### src/rtl/uart_result_tx.sv
// uart_result_tx: 8N1 UART transmitter for the CPU debug/result path.
// Result bytes arrive over a valid/ready handshake, are buffered in a small
// FIFO and are sent LSB-first, one start bit, one stop bit, at
// CLKS_PER_BIT clocks per bit. Frames drawn from a non-empty FIFO are
// contiguous, with no idle gap between them.
//
// Ports:
//   clk       core clock, rising edge
//   rst_n     asynchronous reset, active low
//   tx_valid  producer presents a byte on tx_data
//   tx_data   byte to send
//   tx_ready  FIFO can accept a byte (combinational, count != FIFO_DEPTH)
//   tx        registered serial line, idle high
//   busy      registered; high while a frame is in flight or the FIFO holds data
//   overflow  high in any cycle where tx_valid is refused (byte dropped)
module uart_result_tx #(
  parameter int unsigned CLKS_PER_BIT = 5208,
  parameter int unsigned FIFO_DEPTH   = 4
) (
  input  logic       clk,
  input  logic       rst_n,
  input  logic       tx_valid,
  input  logic [7:0] tx_data,
  output logic       tx_ready,
  output logic       tx,
  output logic       busy,
  output logic       overflow
);

  localparam int unsigned BW = $clog2(CLKS_PER_BIT);
  localparam int unsigned PW = $clog2(FIFO_DEPTH);
  localparam int unsigned CW = PW + 1;
  localparam logic [BW-1:0] BAUD_LAST = BW'(CLKS_PER_BIT - 1);
  localparam logic [CW-1:0] FULL      = CW'(FIFO_DEPTH);

  typedef enum logic [1:0] {IDLE, START, DATA, STOP} state_t;

  state_t        state, state_n;
  logic [BW-1:0] baud, baud_n;
  logic [2:0]    idx, idx_n;
  logic [7:0]    shift, shift_n;
  logic          tx_n, busy_n;
  logic          bit_tick;
  logic          push, pop;

  logic [7:0]    mem [FIFO_DEPTH];
  logic [PW-1:0] wr_ptr, rd_ptr;
  logic [CW-1:0] count, count_n;

  assign tx_ready = (count != FULL);
  assign push     = tx_valid && tx_ready;
  assign overflow = tx_valid && !tx_ready;
  assign bit_tick = (baud == BAUD_LAST);

  always_comb begin
    count_n = count;
    case ({push, pop})
      2'b10:   count_n = count + CW'(1);
      2'b01:   count_n = count - CW'(1);
      default: count_n = count;
    endcase
  end

  always_comb begin
    state_n = state;
    baud_n  = bit_tick ? '0 : baud + BW'(1);
    idx_n   = idx;
    shift_n = shift;
    pop     = 1'b0;
    case (state)
      IDLE: begin
        baud_n = '0;
        if (count != '0) begin
          pop     = 1'b1;
          shift_n = mem[rd_ptr];
          state_n = START;
        end
      end
      START: begin
        if (bit_tick) begin
          state_n = DATA;
          idx_n   = '0;
        end
      end
      DATA: begin
        if (bit_tick) begin
          shift_n = {1'b0, shift[7:1]};
          idx_n   = idx + 3'd1;
          if (idx == 3'd7) state_n = STOP;
        end
      end
      STOP: begin
        if (bit_tick) begin
          // Chain straight into the next start bit so frames stay contiguous.
          if (count != '0) begin
            pop     = 1'b1;
            shift_n = mem[rd_ptr];
            state_n = START;
          end else begin
            state_n = IDLE;
          end
        end
      end
    endcase

    // tx and busy are registered from next-state values so the line
    // changes exactly on the edge where the FSM changes.
    case (state_n)
      START:   tx_n = 1'b0;
      DATA:    tx_n = shift_n[0];
      default: tx_n = 1'b1;
    endcase
    busy_n = (state_n != IDLE) || (count_n != '0);
  end

  always_ff @(posedge clk or negedge rst_n) begin
    if (!rst_n) begin
      state  <= IDLE;
      baud   <= '0;
      idx    <= '0;
      shift  <= '0;
      tx     <= 1'b1;
      busy   <= 1'b0;
      wr_ptr <= '0;
      rd_ptr <= '0;
      count  <= '0;
    end else begin
      state <= state_n;
      baud  <= baud_n;
      idx   <= idx_n;
      shift <= shift_n;
      tx    <= tx_n;
      busy  <= busy_n;
      count <= count_n;
      if (push) wr_ptr <= wr_ptr + PW'(1);
      if (pop)  rd_ptr <= rd_ptr + PW'(1);
    end
  end

  always_ff @(posedge clk) begin
    if (push) mem[wr_ptr] <= tx_data;
  end

endmodule

### config.mk
export PLATFORM = sky130hd
export DESIGN_NAME = uart_result_tx
export DESIGN_NICKNAME = d
export VERILOG_FILES = /design/src/rtl/uart_result_tx.sv
export SDC_FILE = /design/constraint.sdc
export NUM_CORES = 1
export LEC_CHECK = 0
export BUFFER_PORTS_ARGS = -buffer_cell sky130_fd_sc_hd__buf_2
export CAP_MARGIN = 10
export CORE_ASPECT_RATIO = 0.8
export CORE_MARGIN = 2
export CORE_UTILIZATION = 60
export DETAILED_ROUTE_END_ITERATION = 7
export PLACE_DENSITY = 0.78
export SETUP_SLACK_MARGIN = 0.2
export SLEW_MARGIN = 20
export SYNTH_ARGS = -nofsm -noshare
export SYNTH_HDL_FRONTEND = slang
export SYNTH_SLANG_ARGS = --single-unit
### constraint.sdc
create_clock -name clk -period 3.2 [get_ports clk]
set_input_delay 0 -clock clk [delete_from_list [all_inputs] [get_ports clk]]
set_output_delay 0 -clock clk [all_outputs]
set_load 0.05 [all_outputs]
* Word level (Yosys, flattened, before mapping)
Memory sizes are Yosys's and may differ from the RTL's.
Cells that the tools add are included.
** Word-level totals
- Memories kept :: 1
- Bits in registers :: 35
- Memory bits (writable) :: 32
- Bits of input ports :: 11
- Word-level logic and storage cells :: 65
** Memory list
- mem :: words 4, width 8, read ports 1, clocked after Yosys merged registers in 0, write ports 1, RTL line 46 : logic [7:0] mem [FIFO_DEPTH];
** Operators by class
- Equality and inequality tests :: 13
- $add $sub $neg :: 6
- Muxes and demuxes :: 23
- Reduce and logical (&&, ||, !) cells :: 12
** Operators by type and width (number)
- 2-to-1 mux 13 bit :: 2
- 2-to-1 mux 8 bit :: 3
- one-hot mux 8 bit (3 select lines) :: 1
- adder 13 x 1 -> 13 bit, second input constant :: 1
- == test 13 bit, second input constant :: 1
- one-hot mux 3 bit (2 select lines) :: 2
- 2-to-1 mux 2 bit :: 5
- nonzero test 3 bit :: 3
- == test 2 bit, second input constant :: 4
- one-hot mux 2 bit (4 select lines) :: 1
- adder 3 x 1 -> 3 bit, second input constant :: 2
- == test 2 x 1 -> 1 bit, second input constant :: 3
- 2-to-1 mux 3 bit :: 2
- != test 2 bit, second input constant :: 3
- AND reduction 3 bit :: 2
- 2-to-1 mux 1 bit :: 5
- adder 2 x 1 -> 2 bit, second input constant :: 2
- one-hot mux 1 bit (2 select lines) :: 2
- nonzero test 2 bit :: 2
- == test 3 bit, second input constant :: 1
- != test 3 bit, second input constant :: 1
- subtractor 3 x 1 -> 3 bit, second input constant :: 1
- logical AND 1 bit :: 2
- zero test 2 bit :: 1
- 2 further kinds :: 2

* Depth between registers and ports, before layout
Gate-level depths: netlist of run 1.
- Depth in word-level cells :: 8
- Depth in mapped cells :: 13
- Mapped depth without buffers :: 12

* Least setup slack after synthesis of run 1
OpenSTA, ideal clock, no wires.
- Path type :: register to register
- Start :: register baud[0]
- End :: register busy
- Buffers on the path :: 1
- Period minus slack after synthesis :: 2.687 ns
- Arrival time :: 2.563 ns
- Required time :: 3.076 ns
- Setup slack :: 0.513 ns
- Stages on the path, launching flop included :: 14
- Cells stage by stage :: dfrtp_1 ha_1 and4b_1 clkbuf_1 a41oi_4 nor3_2 ha_1 inv_1 fa_1 xor2_1 nor2_1 xor2_1 nor3_1 nand2_1
** On the way
- Longest elaborated chain between the ends :: 7
- Elaborated cells between the ends (all ways) :: 13
- Classes of those cells :: eq/ne (3); mux (7); reduce/logical (3)
** RTL lines
- start: declaration :: RTL line 39 : logic [BW-1:0] baud, baud_n;
- start signal: assignment :: RTL line 129 : baud <= baud_n;
- == test 13 bit * :: RTL line 53 : assign bit_tick = (baud == BAUD_LAST);
- 2-to-1 mux 1 bit * :: RTL line 93 : if (bit_tick) begin
- one-hot mux 1 bit (2 select lines) * :: RTL line 70 : case (state)
- named net pop :: RTL line 44 : logic push, pop;
- == test 2 x 1 -> 1 bit / == test 2 bit (equally long branches) :: RTL line 57 : case ({push, pop})
- one-hot mux 3 bit (2 select lines) * :: RTL line 57
- named net count_n[2] :: RTL line 48 : logic [CW-1:0] count, count_n;
- nonzero test 3 bit * :: RTL line 113 : busy_n = (state_n != IDLE) || (count_n != '0);
- logical OR 1 bit * :: RTL line 113
- named net busy_n :: RTL line 42 : logic tx_n, busy_n;
- end signal: assignment :: RTL line 133 : busy <= busy_n;
- end: declaration :: RTL line 26 : output logic busy,
Mark *: on every way through the listed nets, which the timed path passes. The rest lies on a longest branch.
A chain may end at the register's enable or synchronous reset.

* Worst setup path after layout of run 1
- Start :: register baud[7]
- End :: register busy
The elaborated chain is that of the path after synthesis.

==> results of run 1 <==
[per-stage QoR]
step	total power, mW	worst slack, ps	util
4_1_cts	2.04	363	0.701
5_1_grt	2.15	268	0.706
3_3_place_gp	1.43	529	0.651
3_5_place_dp	1.45	375	0.651
6_report	2.04	521	0.706
2_1_floorplan	1.34	513	-
[area by class of cell]
class	count	area share
Tap cell	62	0.0217
Clock inverter	3	0.00385
Multi-Input combinational cell	164	0.353
Clock buffer	13	0.0416
Sequential cell	67	0.514
Timing Repair Buffer	28	0.0553
Inverter	10	0.0105
[kinds of logic (layout without fill, tap and decap cells)]
family	count (synthesis)	in the layout
adder cells (fa/ha/maj)	15	15
AO/OA/AOI/OAI	41	41
XOR/XNOR	17	17
flip-flops	67	67
multiplexers	11	11
AND/OR/NAND/NOR	80	80
buffers and inverters	19	54
[per-layer routing]
layer / routed length, um / up-vias / track usage
met2: 2490 / 35 / 0.285
met4: 56 / 0 / 0.0670
li1: - / 957 / -
met1: 2790 / 952 / 0.323
met3: 271 / 6 / 0.0778
met5: 0 / - / 0
[registers in the layout, indices dropped and copies added, names as in the netlist]
signal and flops:
shift 8, rd_ptr 2, mem 32, idx 3
tx 1, count 3, wr_ptr 2, baud 13
busy 1, state 2
[worst max-delay path, delay by kind of cell (launching register included)]
kind / cells / cell delay, ps
adders and majority gates: 2 / 600
AOI/OAI and AO/OA: 1 / 140
and+or+nand+nor: 5 / 880
xor gates and xnor gates: 2 / 250
DFF: 1 / 430
buffers and inverters: 2 / 270
[where the power goes]
part | switching (mW) | leakage [nW] | internal, mW
Sequential | 0.0595 | 0.723 | 1.03
Combinational | 0.227 | 0.675 | 0.133
Clock | 0.289 | 0.0848 | 0.298
[path summary, 6_finish.rpt]
path                                from        end  slack (ps)  cells after the start
worst max-delay path             baud[7]       busy         520                     12
worst min-delay path            tx_valid  wr_ptr[0]          50                      3
worst max register to register   baud[7]       busy         520                     12
worst min register to register   baud[0]    baud[0]         480                      1
max in group asynchronous          rst_n  rd_ptr[1]        2440                      2
min in group asynchronous          rst_n   shift[1]         270                      2
[cells in the mapped netlist, types with 2 or more instances]
library cell / count / area share
xor2_1: 10 / 0.028
a21oi_1: 16 / 0.025
inv_1: 10 / 0.012
mux2_2: 2 / 0.0071
nor3_2: 2 / 0.0063
and3_1: 8 / 0.016
mux4_2: 8 / 0.057
nand2_1: 29 / 0.034
nand3_1: 6 / 0.0095
nor3_1: 2 / 0.0032
dfrtp_1: 34 / 0.27
o31ai_1: 7 / 0.017
clkbuf_1: 3 / 0.0035
buf_2: 5 / 0.0079
nor2_1: 23 / 0.027
edfxtp_1: 32 / 0.30
xnor2_1: 7 / 0.019
o21ai_1: 2 / 0.0032
a31oi_1: 3 / 0.0059
o21a_1: 2 / 0.0047
and4_1: 2 / 0.0055
ha_1: 14 / 0.055
a22o_1: 3 / 0.0083
[repair_timing]
action | 4_1_cts | 5_1_grt
hold endpoints to repair | 66 | 0
buffers inserted | 0 | 2
endpoints found under the setup margin | 0 | 1
resized for setup | 0 | 3
hold buffers | 9 | 0
==> summary.md, run 1 <==
| Metric | Value |
|---|---|
| Crit path largest cell delay | `430 ps` |
| CP startpoint kind | `register` |
| Die area | `5890 um^2` |
| CP most frequent cell | `xor2_1` |
| I/O pin count | `15` |
| Final WL | `5610 um` |
| Area post-placement | `3300 um^2` |
| Rel. slew slack | `0.494` |
| Flops & latches, synth | `67` |
| H-tree Lvls | `3` |
| TritonCTS clock tree | `yes` |
| Yosys Warn Count | `0` |
| Mapped Cells | `250` |
| Register area | `1840 um^2` |
| Setup Viol. Count Final | `0` |
| Syn Area/Cell | `12.7 um^2` |
| Synth-to-Final Area Change | `12.7%` |
| Sequential element share of the synthesized area | `0.579` |
| Worst-path cell chain | `nor4bb_1 > buf_4 > a41oi_4 > nor3_4 > ha_1 > inv_1 > fa_1 > xor2_1 > nor2_1 > xor2_1 > nor3_2 > nand2_1` |
| Largest net degree at the start of global routing | `36` |
| Gpl congestion | `0.791` |
| Crit path max fanout | `7` |
| PwrDens | `569 nW/um^2` |
| Final ANT Viol Nets | `0` |
| Post-DP HPWL | `3830 um` |
| Post-Syn Area | `3170 um^2` |
| Synth async-reset ratio | `0.522` |
| RSZ-0062 raised after global routing | `false` |
| Compound-Gate Fraction of Synth Area | `0.0931` |
| Die height | `69.0 um` |
| Setup TNS | `0 ps` |
| First DRT Iteration DRCs | `173` |
| Pins Over Slew Limit | `0` |
| Vias in the first global route | `2000` |
| CTS clk-pin slew, worst paths | `70 ps` |
| Inserted Clock Buffers | `9` |
| Initial antenna violation count | `0` |
| Tmin final | `2680 ps` |
| Clock skew | `3.61 ps` |
| Multi-input combinational cell area | `1260 um^2` |
| GRT Overall Usage | `0.212` |
| Distinct cells, synth | `43` |
| WS Path Type | `register to register` |
| Simple-Gate Fraction of Synth Area | `0.125` |
| Fill count | `361` |
| Std cell rows | `23` |
| Synth Area in Adders | `0.0615` |
| Synth Area in XOR/XNOR | `0.0469` |
| Design Area, Final | `3580 um^2` |
| Commonest non-fill, non-tap cell in the layout | `dfrtp_1` |
| Req. time, crit path | `3420 ps` |
| Worst Hold Class | `input pin to register` |
| DRC viols | `0` |
| Detail-routed via count per cell | `5.62` |
| Crit end category | `register` |
| Fmax | `373 MHz` |
| Peak VDD IR | `418 uV` |
| Post-synth EDFFs | `32` |
| Core Footprint | `5060 um^2` |
| Commonest cells after routing, fill and taps aside | `dfrtp_1 (34), edfxtp_1 (32), nand2_1 (29)` |
| Hold Vio Cnt, Final | `0` |
| Status | `finished clean` |
| Post-detailed-route wirelength per cell | `16.2 um` |
| Main flop type after synthesis | `dfrtp_1` |
| Fin Hold WS | `52.5 ps` |
| DP Cell Count | `320` |
| Drt pass-1 iters | `4` |
| Total grt overflow | `0` |
| I/O Buffers | `14` |
| Share of synthesized area spent on multiplexers | `0.0670` |
| Layout cell share with drive strength beyond 1 | `0.175` |
| Worst-Skew Late Latency | `330 ps` |
| Initial Util | `0.626` |
| Deepest clock path buffer count | `2` |
| Largest family of logic cells by synthesized area | `simple AND/OR/NAND/NOR gates` |
| Fin crit share | `0.837` |
| Crit-path slowest cell | `dfrtp_1` |
| Leakage | `1.48 nW` |
| Final Non-Filler Cells | `347` |
| Worst-Margin Slew | `758 ps` |
| Via count | `1950` |
| Nets | `306` |
| N_diodes | `0` |
| Total of max-cap violations | `0` |
| WP data arrival | `2900 ps` |
| Clk sinks | `67` |
| First-pass GRT wire length | `9640 um` |
| Clock root cell | `clkbuf_8` |
| Chip width | `85.3 um` |
| Mapped Nets | `276` |
Power figures use the tool's default switching activity.
==> inputs of run 2 (changes only) <==
CORE_UTILIZATION = 55   (was 60)
PLACE_DENSITY = 0.75   (was 0.78)
clock period = 2.3 ns   (was 3.2 ns; I/O delays follow)
==> summary.md, run 2 (same netlist as run 1, synthesis figures left out) <==
| Metric | Value |
|---|---|
| Fmax | `408 MHz (was 373 MHz)` |
| Post-DP HPWL | `4330 um (was 3830 um)` |
| WP data arrival | `2680 ps (was 2900 ps)` |
| Chip width | `88.9 um (was 85.3 um)` |
| Tot Pwr | `3.02 mW (was 2.04 mW)` |
| Peak VDD IR | `633 uV (was 418 uV)` |
| Die area | `6400 um^2 (was 5890 um^2)` |
| Layout cell share with drive strength beyond 1 | `0.299 (was 0.175)` |
| PwrDens | `772 nW/um^2 (was 569 nW/um^2)` |
| Clock root cell | `clkbuf_8 (unchanged)` |
| Deepest clock path buffer count | `2 (unchanged)` |
| Vias in the first global route | `2174 (was 2000)` |
| I/O Buffers | `14 (unchanged)` |
| Initial Util | `0.577 (was 0.626)` |
| Final WL | `6380 um (was 5610 um)` |
| Top reg by flops | `mem (unchanged)` |
| Largest register FFs | `32 (unchanged)` |
| Crit path max fanout | `2 (was 7)` |
| Drt pass-1 iters | `4 (unchanged)` |
| RSZ-0062 raised after global routing | `true (was false)` |
| Total grt overflow | `0 (unchanged)` |
| Commonest non-fill, non-tap cell in the layout | `dfrtp_1 (unchanged)` |
| Req. time, crit path | `2520 ps (was 3420 ps)` |
| Worst-Margin Slew | `774 ps (was 758 ps)` |
| Gpl congestion | `0.850 (was 0.791)` |
| Status | `complete, but fails checks (was finished clean)` |
| Tmin final | `2450 ps (was 2680 ps)` |
| H-tree Lvls | `3 (unchanged)` |
| First-pass GRT wire length | `10400 um (was 9640 um)` |
| Synth-to-Final Area Change | `23.3% (was 12.7%)` |
| Crit-path slowest cell | `dfrtp_1 (unchanged)` |
| Leakage | `1.64 nW (was 1.48 nW)` |
| Failing checks | `setup timing` |
| Total of max-cap violations | `0 (unchanged)` |
| CP startpoint kind | `register (unchanged)` |
| GRT Overall Usage | `0.222 (was 0.212)` |
| Pins Over Slew Limit | `0 (unchanged)` |
| Final WS setup | `-153 ps (was 521 ps)` |
| Worst-Skew Late Latency | `340 ps (was 330 ps)` |
| Nets | `335 (was 306)` |
| CTS clk-pin slew, worst paths | `70 ps (about the same)` |
| N_diodes | `0 (unchanged)` |
| Crit path largest cell delay | `390 ps (was 430 ps)` |
| Std cell rows | `24 (was 23)` |
| CP most frequent cell | `xor2_1 (unchanged)` |
| Top Registers | `mem (32), baud (13), shift (8) (unchanged)` |
| Crit end category | `register (unchanged)` |
| Worst-path cell chain | `nor4bb_2 > buf_4 > a41oi_4 > nor3_4 > ha_2 > inv_2 > fa_2 > xor2_1 > nor2_1 > xor2_1 > nor3_1 > nand2_1 (was nor4bb_1 > buf_4 > a41oi_4 > nor3_4 > ha_1 > inv_1 > fa_1 > xor2_1 > nor2_1 > xor2_1 > nor3_2 > nand2_1)` |
| Rel. slew slack | `0.484 (was 0.494)` |
| Post-detailed-route wirelength per cell | `16.3 um (was 16.2 um)` |
| Setup Viol. Count Final | `2 (was 0)` |
| First DRT Iteration DRCs | `133 (was 173)` |
| Hold Vio Cnt, Final | `0 (unchanged)` |
| Final ANT Viol Nets | `0 (unchanged)` |
| Inserted Clock Buffers | `9 (unchanged)` |
| Via count | `2120 (was 1950)` |
| Worst Hold Class | `input pin to register (unchanged)` |
| Die height | `71.9 um (was 69.0 um)` |
| DRC viols | `0 (unchanged)` |
| Largest net degree at the start of global routing | `36 (unchanged)` |
| WP buf/inv | `2 (unchanged)` |
| Commonest cells after routing, fill and taps aside | `dfrtp_1 (34), edfxtp_1 (32), buf_4 (31) (was dfrtp_1 (34), edfxtp_1 (32), nand2_1 (29))` |
| Fin crit share | `1.07 (was 0.837)` |
| CP delay by family, top | `simple AND/OR/NAND/NOR gates (unchanged)` |
| TritonCTS clock tree | `yes (unchanged)` |
| Clk sinks | `67 (unchanged)` |
| WS Path Type | `register to register (unchanged)` |
| Detail-routed via count per cell | `5.41 (was 5.62)` |
| Setup TNS | `-265 ps (was 0 ps)` |
| Initial antenna violation count | `0 (unchanged)` |
| Clock skew | `6.76 ps (was 3.61 ps)` |
| I/O pin count | `15 (unchanged)` |
| Core Footprint | `5500 um^2 (was 5060 um^2)` |
-- run 2: cell count changes in the layout (fill, tap and decap cells not counted), moves of 2 or more --
cell        previous run  this run
buf_4                  5        31
ha_2                   0         2
clkinvlp_4             0         2
ha_1                  14        12
buf_6                  0         3
-- run 2: metrics by stage --
stage / utilization / std cells / setup WS [ps] / instance area [um^2] / hold WS, ps
final: 0.712 / 392 / -153 / 3910 / 60.4
after global routing: 0.712 / 392 / -320 / 3910 / 78.8
after global placement: 0.642 / 363 / -72.9 / 3530 / 122
after CTS: 0.696 / 389 / -193 / 3830 / 59.7
after floorplan: - / 250 / -250 / 3180 / -296
after detailed placement: 0.642 / 363 / -219 / 3530 / 122
-- run 2: timing repair --
item,CTS,global route
setup buffers,1,3
cloned,0,0
resized for setup,2,16
pin swaps,3,5
hold endpoints to repair,66,0
hold buffers,9,0
endpoints found under the setup margin,3,21
-- run 2: where the power goes --
group | switching, mW | leakage (nW) | internal (mW)
Sequential | 0.0858 | 0.723 | 1.43
Combinational | 0.319 | 0.824 | 0.218
Clock | 0.435 | 0.0926 | 0.529
Total | 0.840 | 1.64 | 2.18
-- run 2: worst paths after layout --
kind	depth (start not counted)	from	slack, ps	to
worst max-delay path	12	baud[5]	-150	busy
worst min-delay path	3	tx_valid	60	wr_ptr[0]
worst max register to register	12	baud[5]	-150	busy
worst min register to register	1	idx[1]	510	idx[1]
max in group asynchronous	2	rst_n	1520	rd_ptr[1]
min in group asynchronous	2	rst_n	280	baud[10]
-- run 2: routing by layer --
layer	part of all wire	GRT usage	up-vias
li1	-	-	1017
met1	0.46	0.313	1043
met2	0.49	0.342	56
met3	0.041	0.0614	4
met4	0.0063	0.0690	0
met5	0	0	-
-- run 2: worst register-to-register path: cells and delay by family (launching register included) --
family	cells	cell delay [ps]
and+or+nand+nor	5	780
adders and majority gates	2	550
DFF	1	390
xor gates and xnor gates	2	290
buffers and inverters	2	210
AOI/OAI and AO/OA	1	130
-- run 2: layout make-up --
class | instances | area (um^2)
Timing Repair Buffer | 57 | 427
Clock inverter | 4 | 50.0
Inverter | 10 | 37.5
Multi-Input combinational cell | 164 | 1320
Clock buffer | 12 | 145
Fill cell | 396 | 1580
Sequential cell | 67 | 1840
Tap cell | 78 | 97.6
